File: config.mk
export PLATFORM = sky130hd
export DESIGN_NAME = reed_solomon_decoder_feed_ctrl
export DESIGN_NICKNAME = d
export VERILOG_FILES = /design/src/rtl/reed_solomon_decoder_feed_ctrl.sv
export SDC_FILE = /design/constraint.sdc
export NUM_CORES = 1
export LEC_CHECK = 0
export ABC_AREA = 1
export BUFFER_PORTS_ARGS = -buffer_cell sky130_fd_sc_hd__buf_2
export CAP_MARGIN = 0
export CORE_AREA = 10 10 410 412
export DETAILED_ROUTE_END_ITERATION = 8
export DIE_AREA = 0 0 420 422
export PLACE_DENSITY = 0.3
export SLEW_MARGIN = 20
export SYNTH_ARGS = -nofsm -noshare
export SYNTH_HDL_FRONTEND = slang
export SYNTH_SLANG_ARGS = --single-unit
File: constraint.sdc
create_clock -name clk -period 2.17 [get_ports clk]
set_clock_uncertainty 0.15 [all_clocks]
set_input_delay 0.3255 -clock clk [delete_from_list [all_inputs] [get_ports clk]]
set_output_delay 0.3255 -clock clk [all_outputs]
set_load 0.01 [all_outputs]
File: src/rtl/reed_solomon_decoder_feed_ctrl.sv
// Job sequencer feeding the RS decoder core from a 64-byte-in / 1-byte-out FIFO.
// Admits a line only when all 64 bytes fit; frames CW_LEN-byte codewords, drains pad bytes of the last line.
module reed_solomon_decoder_feed_ctrl #(
   parameter int DEPTH  = 512,
   parameter int CW_LEN = 255
) (
   input  logic                   clk,
   input  logic                   reset,
   input  logic                   start,
   input  logic [15:0]            cfg_num_cw,
   output logic                   busy,
   output logic                   done,
   input  logic                   line_valid,
   input  logic [511:0]           line_data,
   output logic                   line_ready,
   output logic [511:0]           fifo_enq_data,
   output logic                   fifo_enq_en,
   input  logic [$clog2(DEPTH):0] fifo_counter,
   input  logic [7:0]             fifo_deq_data,
   input  logic                   fifo_not_empty,
   output logic                   fifo_deq_en,
   output logic                   dec_valid,
   output logic                   dec_sop,
   output logic                   dec_eop,
   output logic [7:0]             dec_data,
   input  logic                   dec_ready
);
   localparam int               CNT_W     = $clog2(DEPTH) + 1;
   localparam logic [CNT_W-1:0] ENQ_LIMIT = CNT_W'(DEPTH - 64);
   localparam logic [15:0]      CW_LAST   = 16'(CW_LEN - 1);

   typedef enum logic [1:0] {S_IDLE, S_RUN, S_DRAIN, S_DONE} state_t;

   state_t      state_q;
   logic        busy_q;
   logic        done_q;
   logic [31:0] lines_left_q, lines_left_d;
   logic [5:0]  pad_left_q, pad_left_d;
   logic [15:0] cw_byte_q, cw_byte_d;
   logic [15:0] cw_left_q, cw_left_d;

   logic [31:0] total;
   logic [31:0] lines_calc;
   logic [5:0]  pad_calc;
   logic        in_job;
   logic        pop_cw;
   logic        pop_pad;
   logic        cw_wrap;
   logic        last_cw_pop;
   logic        last_pad_pop;

   // Job geometry; pad is the distance from total up to the next 64-byte boundary.
   always_comb begin
      total      = 32'(cfg_num_cw) * 32'(CW_LEN);
      lines_calc = (total + 32'd63) >> 6;
      pad_calc   = 6'(32'd0 - total);
   end

   always_comb begin
      in_job        = (state_q == S_RUN) || (state_q == S_DRAIN);
      line_ready    = in_job && (lines_left_q != 32'd0) && (fifo_counter <= ENQ_LIMIT);
      fifo_enq_en   = line_valid && line_ready;
      fifo_enq_data = line_data;

      dec_valid   = (state_q == S_RUN) && fifo_not_empty && (cw_left_q != 16'd0);
      dec_sop     = dec_valid && (cw_byte_q == 16'd0);
      dec_eop     = dec_valid && (cw_byte_q == CW_LAST);
      dec_data    = fifo_deq_data;
      pop_cw      = dec_valid && dec_ready;
      pop_pad     = (state_q == S_DRAIN) && fifo_not_empty;
      fifo_deq_en = pop_cw || pop_pad;

      cw_wrap      = pop_cw && (cw_byte_q == CW_LAST);
      last_cw_pop  = cw_wrap && (cw_left_q == 16'd1);
      last_pad_pop = pop_pad && (pad_left_q == 6'd1);
   end

   always_comb begin
      lines_left_d = lines_left_q;
      pad_left_d   = pad_left_q;
      cw_byte_d    = cw_byte_q;
      cw_left_d    = cw_left_q;
      if (fifo_enq_en) begin
         lines_left_d = lines_left_q - 32'd1;
      end
      if (pop_pad) begin
         pad_left_d = pad_left_q - 6'd1;
      end
      if (cw_wrap) begin
         cw_byte_d = 16'd0;
         cw_left_d = cw_left_q - 16'd1;
      end else if (pop_cw) begin
         cw_byte_d = cw_byte_q + 16'd1;
      end
   end

   always_ff @(posedge clk or posedge reset) begin
      if (reset) begin
         state_q      <= S_IDLE;
         busy_q       <= 1'b0;
         done_q       <= 1'b0;
         lines_left_q <= 32'd0;
         pad_left_q   <= 6'd0;
         cw_byte_q    <= 16'd0;
         cw_left_q    <= 16'd0;
      end else begin
         case (state_q)
            S_IDLE: begin
               if (start) begin
                  lines_left_q <= lines_calc;
                  pad_left_q   <= pad_calc;
                  cw_byte_q    <= 16'd0;
                  cw_left_q    <= cfg_num_cw;
                  busy_q       <= 1'b1;
                  if (cfg_num_cw == 16'd0) begin
                     state_q <= S_DONE;
                     done_q  <= 1'b1;
                  end else begin
                     state_q <= S_RUN;
                  end
               end
            end
            S_RUN: begin
               lines_left_q <= lines_left_d;
               cw_byte_q    <= cw_byte_d;
               cw_left_q    <= cw_left_d;
               if (last_cw_pop) begin
                  if (pad_left_q != 6'd0) begin
                     state_q <= S_DRAIN;
                  end else begin
                     state_q <= S_DONE;
                     done_q  <= 1'b1;
                  end
               end
            end
            S_DRAIN: begin
               // Every line is already in the FIFO here, so only pad bytes remain.
               lines_left_q <= lines_left_d;
               pad_left_q   <= pad_left_d;
               if (last_pad_pop) begin
                  state_q <= S_DONE;
                  done_q  <= 1'b1;
               end
            end
            S_DONE: begin
               state_q <= S_IDLE;
               busy_q  <= 1'b0;
               done_q  <= 1'b0;
            end
            default: begin
               state_q <= S_IDLE;
               busy_q  <= 1'b0;
               done_q  <= 1'b0;
            end
         endcase
      end
   end

   assign busy = busy_q;
   assign done = done_q;

endmodule

==> results list <==
* Result of the run: complete, but fails checks
- The final reports fail on negative setup slack.
* Maximum buffer depth of the clock tree: 2
- The via count of the first global-routing pass came to 10769.
* Fin crit period: 4340 ps
* Number of hold-slack violations in the final timing report: 0
* Worst Max-Slew Pin Slew: 597 ps
- Final net count: 2365
* Placed cell areas: 0.0143 mm2
- PortBufs: 39
- Setup violations remaining at the end of the flow were counted as 60.
- Registers are responsible for 7.5% of the overall power.
- Synth cell types: 48
- Clock transition at path regs: 80 ps
- Worst Path Class, Setup: input pin to flop
* Hold/Removal Path Class: input pin to flop
- Worst stage delay on the critical path: 580 ps
- Dividing the detail-routed wire length by the instance count gives 16.5 um.
* Vias after detailed routing: 10277
* Fin worst setup slack: -2170 ps
- In the routed design, unresolved DRC markers number 0.
* Worst slew margin relative to its limit: 60.1%
* Average vias per placed instance: 2.73
* Power density over cell area: 1360 mW/mm2
* Int Pwr: 11.3 mW
- Setup repair after global routing could not meet its margin everywhere.
* Switching pwr: 11.9 mW
* Total power consumption of the routed design: 23.2 mW
- Initial DRT Pass Iterations: 4
* Mean cell area of the mapped netlist: 7.22 um2
- Share of the cycle needed by the critical path after routing: 200%
- After the first detailed-routing iteration, the DRC count stood at 331.
- Arrival time of data at the critical path endpoint: 4510 ps
* Sequential element share of the synthesized area: 14.1%
- Maximum VDD drop: 1160 uV
- Placeable Area: 0.160 mm2
- At the later pin of the worst-skew pair, clock insertion delay measures 390 ps.
- In the synthesized netlist, the number of instances is 1821.
- The first global-routing pass estimated 84.9 mm of wire.
- The cell area that synthesis handed to floorplanning was 0.0131 mm2.
- For this run, the number of Yosys warnings is 0.
- The tool flagged a number of max-cap violations equal to 0.
* Startpoint kind of the worst setup timing path: input pin
- Total nets after synthesis: 2508
- Util after Layout: 10.7%
- For this run the aggregate overflow at the end of global routing stands at 0.
- The tree is rooted in a clkbuf_16.
- The repair_antennas step left the layout with diodes totalling 0.
- Count of clock tree sinks: 74
- Die ar.: 0.177 mm2
- On the critical path, the stage with the largest delay is an instance of fa_1.
- DRT antenna net count: 0
- Global routing consumed, over all layers together, 6.71% of the routing resources.
- Net switching is 51.4% of the power.
- Derived from the worst setup path, the maximum achievable clock frequency is 0.231 GHz.
* Most repeated library cell on the critical path: inv_2
- Proportion of power drawn by the clock network: 6.9%
- After routing the design area is 0.0171 mm2.
* Comb power frac: 85.6%
- Row generation in the floorplan step produced 147 rows.
- Width of the die: 420 um
* Setup crit end kind: flop
- Global placer's final weighted congestion: 0.723
- FF+latch count, synth: 74
- Proportion of layout cells with a drive suffix above 1: 47.7%
* Detailed Route WL: 62.2 mm
* Num ports: 1080
- H-tree depth reported by CTS: 3
- The number of pins exceeding their max-slew limit in the final report was 0.
* Antenna violations before repair: 0
* Maximum number of pins on one net before global-route repair: 37
* TritonCTS clock tree: done
- Detailed placement ended at an HPWL of 52.9 mm.
- Biggest fanout along the worst timing path: 5
- Effective utilization at floorplan: 8.22%
- Synth-to-layout area growth: 29.8%
- Die boundary height: 422 um
- TritonCTS created 9 clock buffers.
* Leakage power: 7.21 nW
- Data on the critical path is required at its endpoint by 2340 ps.
[per-stage QoR]
stage | hold WS, ps | TNS, ps | setup slack, ps | cells
finish | 165 | -45680 | -2170 | 3769
global route | 180 | -54960 | -2430 | 3769
CTS | 149 | -47910 | -2130 | 3731
detailed placement | 296 | -66780 | -2770 | 3676
global placement | 291 | -67620 | -2800 | 3676
floorplan | 323 | -38810 | -2250 | 1821
[critical path, delay by kind of cell]
kind | cells | cell delay, ps
compound gates | 1 | 130
xor+xnor | 1 | 130
fa+ha+maj | 5 | 2330
buf+inv | 9 | 640
simple gates | 10 | 950
[layer usage]
metal	GRT usage [%]	wire [um]	vias up
li1	-	-	4844
met4	4.84	4820	10
met3	5.34	11200	252
met5	0.847	189	-
met1	6.15	19700	4594
met2	9.88	26300	577
[state kept, by name (all words and copies together), names as in the netlist]
| name | flops |
|---|---|
| state_q | 2 |
| busy | 1 |
| cw_byte_q | 16 |
| cw_left_q | 16 |
| lines_left_q | 32 |
| done | 1 |
| pad_left_q | 6 |
[cells by family (layout without fill, tap and decap cells)]
kind of cell / after synthesis / in the layout / share of synthesized area, %
flip-flops: 74 / 74 / 14.1
buffers and inverters: 828 / 690 / 39.0
AND/OR/NAND/NOR: 582 / 582 / 20.3
AO/OA/AOI/OAI: 167 / 167 / 7.45
XOR/XNOR: 35 / 35 / 2.33
adder cells (fa/ha/maj): 135 / 135 / 16.9
[timing repair]
action	in CTS	in global routing
hold buffers	1	0
pin swaps	109	135
hold endpoints to repair	14	0
resized for setup	280	237
gates cloned	5	1
setup endpoints to repair	76	73
setup buffers	37	38
[power by group through the flow]
stage / logic, mW / registers (mW) / clock network [mW]
6_report: 19.8 / 1.74 / 1.60
5_1_grt: 22.1 / 1.77 / 1.74
4_1_cts: 17.8 / 1.74 / 1.69
3_5_place_dp: 15.2 / 1.75 / 0
3_3_place_gp: 15.4 / 1.76 / 0
2_1_floorplan: 10.4 / 1.79 / 0
[path summary, 6_finish.rpt]
check,slack [ps],cells past startpoint,end,start
max,-2170,26,lines_left_q[17]$_DFFE_PP0P_,cfg_num_cw[6]
min in group asynchronous,420,3,lines_left_q[28]$_DFFE_PP0P_,reset
max in group asynchronous,810,4,cw_left_q[2]$_DFFE_PP0P_,reset
min reg2reg,380,2,done$_DFFE_PP0P_,done$_DFFE_PP0P_
min,170,3,cw_left_q[8]$_DFFE_PP0P_,cfg_num_cw[8]
max reg2reg,-370,16,lines_left_q[16]$_DFFE_PP0P_,state_q[0]$_DFFE_PP0P_
[synthesized netlist by cell type (all sizes together)]
| cell type | n | area (um2) |
|---|---|---|
| a31oi | 13 | 87.6 |
| nand3b | 2 | 15.0 |
| nor3b | 4 | 40.0 |
| a22oi | 1 | 12.5 |
| o31ai | 15 | 118 |
| nand3 | 79 | 445 |
| o21ai | 64 | 320 |
| fa | 70 | 1400 |
| dfrtp | 74 | 1850 |
| and2 | 1 | 6.26 |
| o22ai | 9 | 56.3 |
| nor4 | 12 | 90.1 |
| o311ai | 1 | 8.76 |
| o21bai | 1 | 7.51 |
| clkbuf | 11 | 55.1 |
| nand2 | 281 | 1110 |
| o211ai | 6 | 45.0 |
| a21oi | 55 | 305 |
| xor2 | 27 | 236 |
| xnor2 | 8 | 70.1 |
| buf | 530 | 3990 |
| ha | 65 | 813 |
| nand4 | 23 | 144 |
| o221ai | 2 | 17.5 |
| inv | 287 | 1080 |
| nor3 | 26 | 140 |
| nor2 | 149 | 634 |
| or2 | 5 | 31.3 |
[cell type report]
type                    count  area [um2]
multi-input cells         919        7840
inverters                 287        1120
well taps                2086        2610
clock inverters             5        38.8
flip-flops and latches     74        1850
fillers                 18526      143000
clock buffers              11         243
repair inverters            1        16.3
repair buffers            386        3340
[cell usage in the layout (no fill, tap or decap), drive strengths merged, types with 15 or more instances in the layout]
cell   count
nand4     23
inv      284
fa        70
o21ai     64
a21oi     55
o31ai     15
nand2    281
nand3     79
xor2      27
ha        65
nor3      26
buf      383
dfrtp     74
nor2     149
Note: power is estimated with default switching activity, not from simulation.
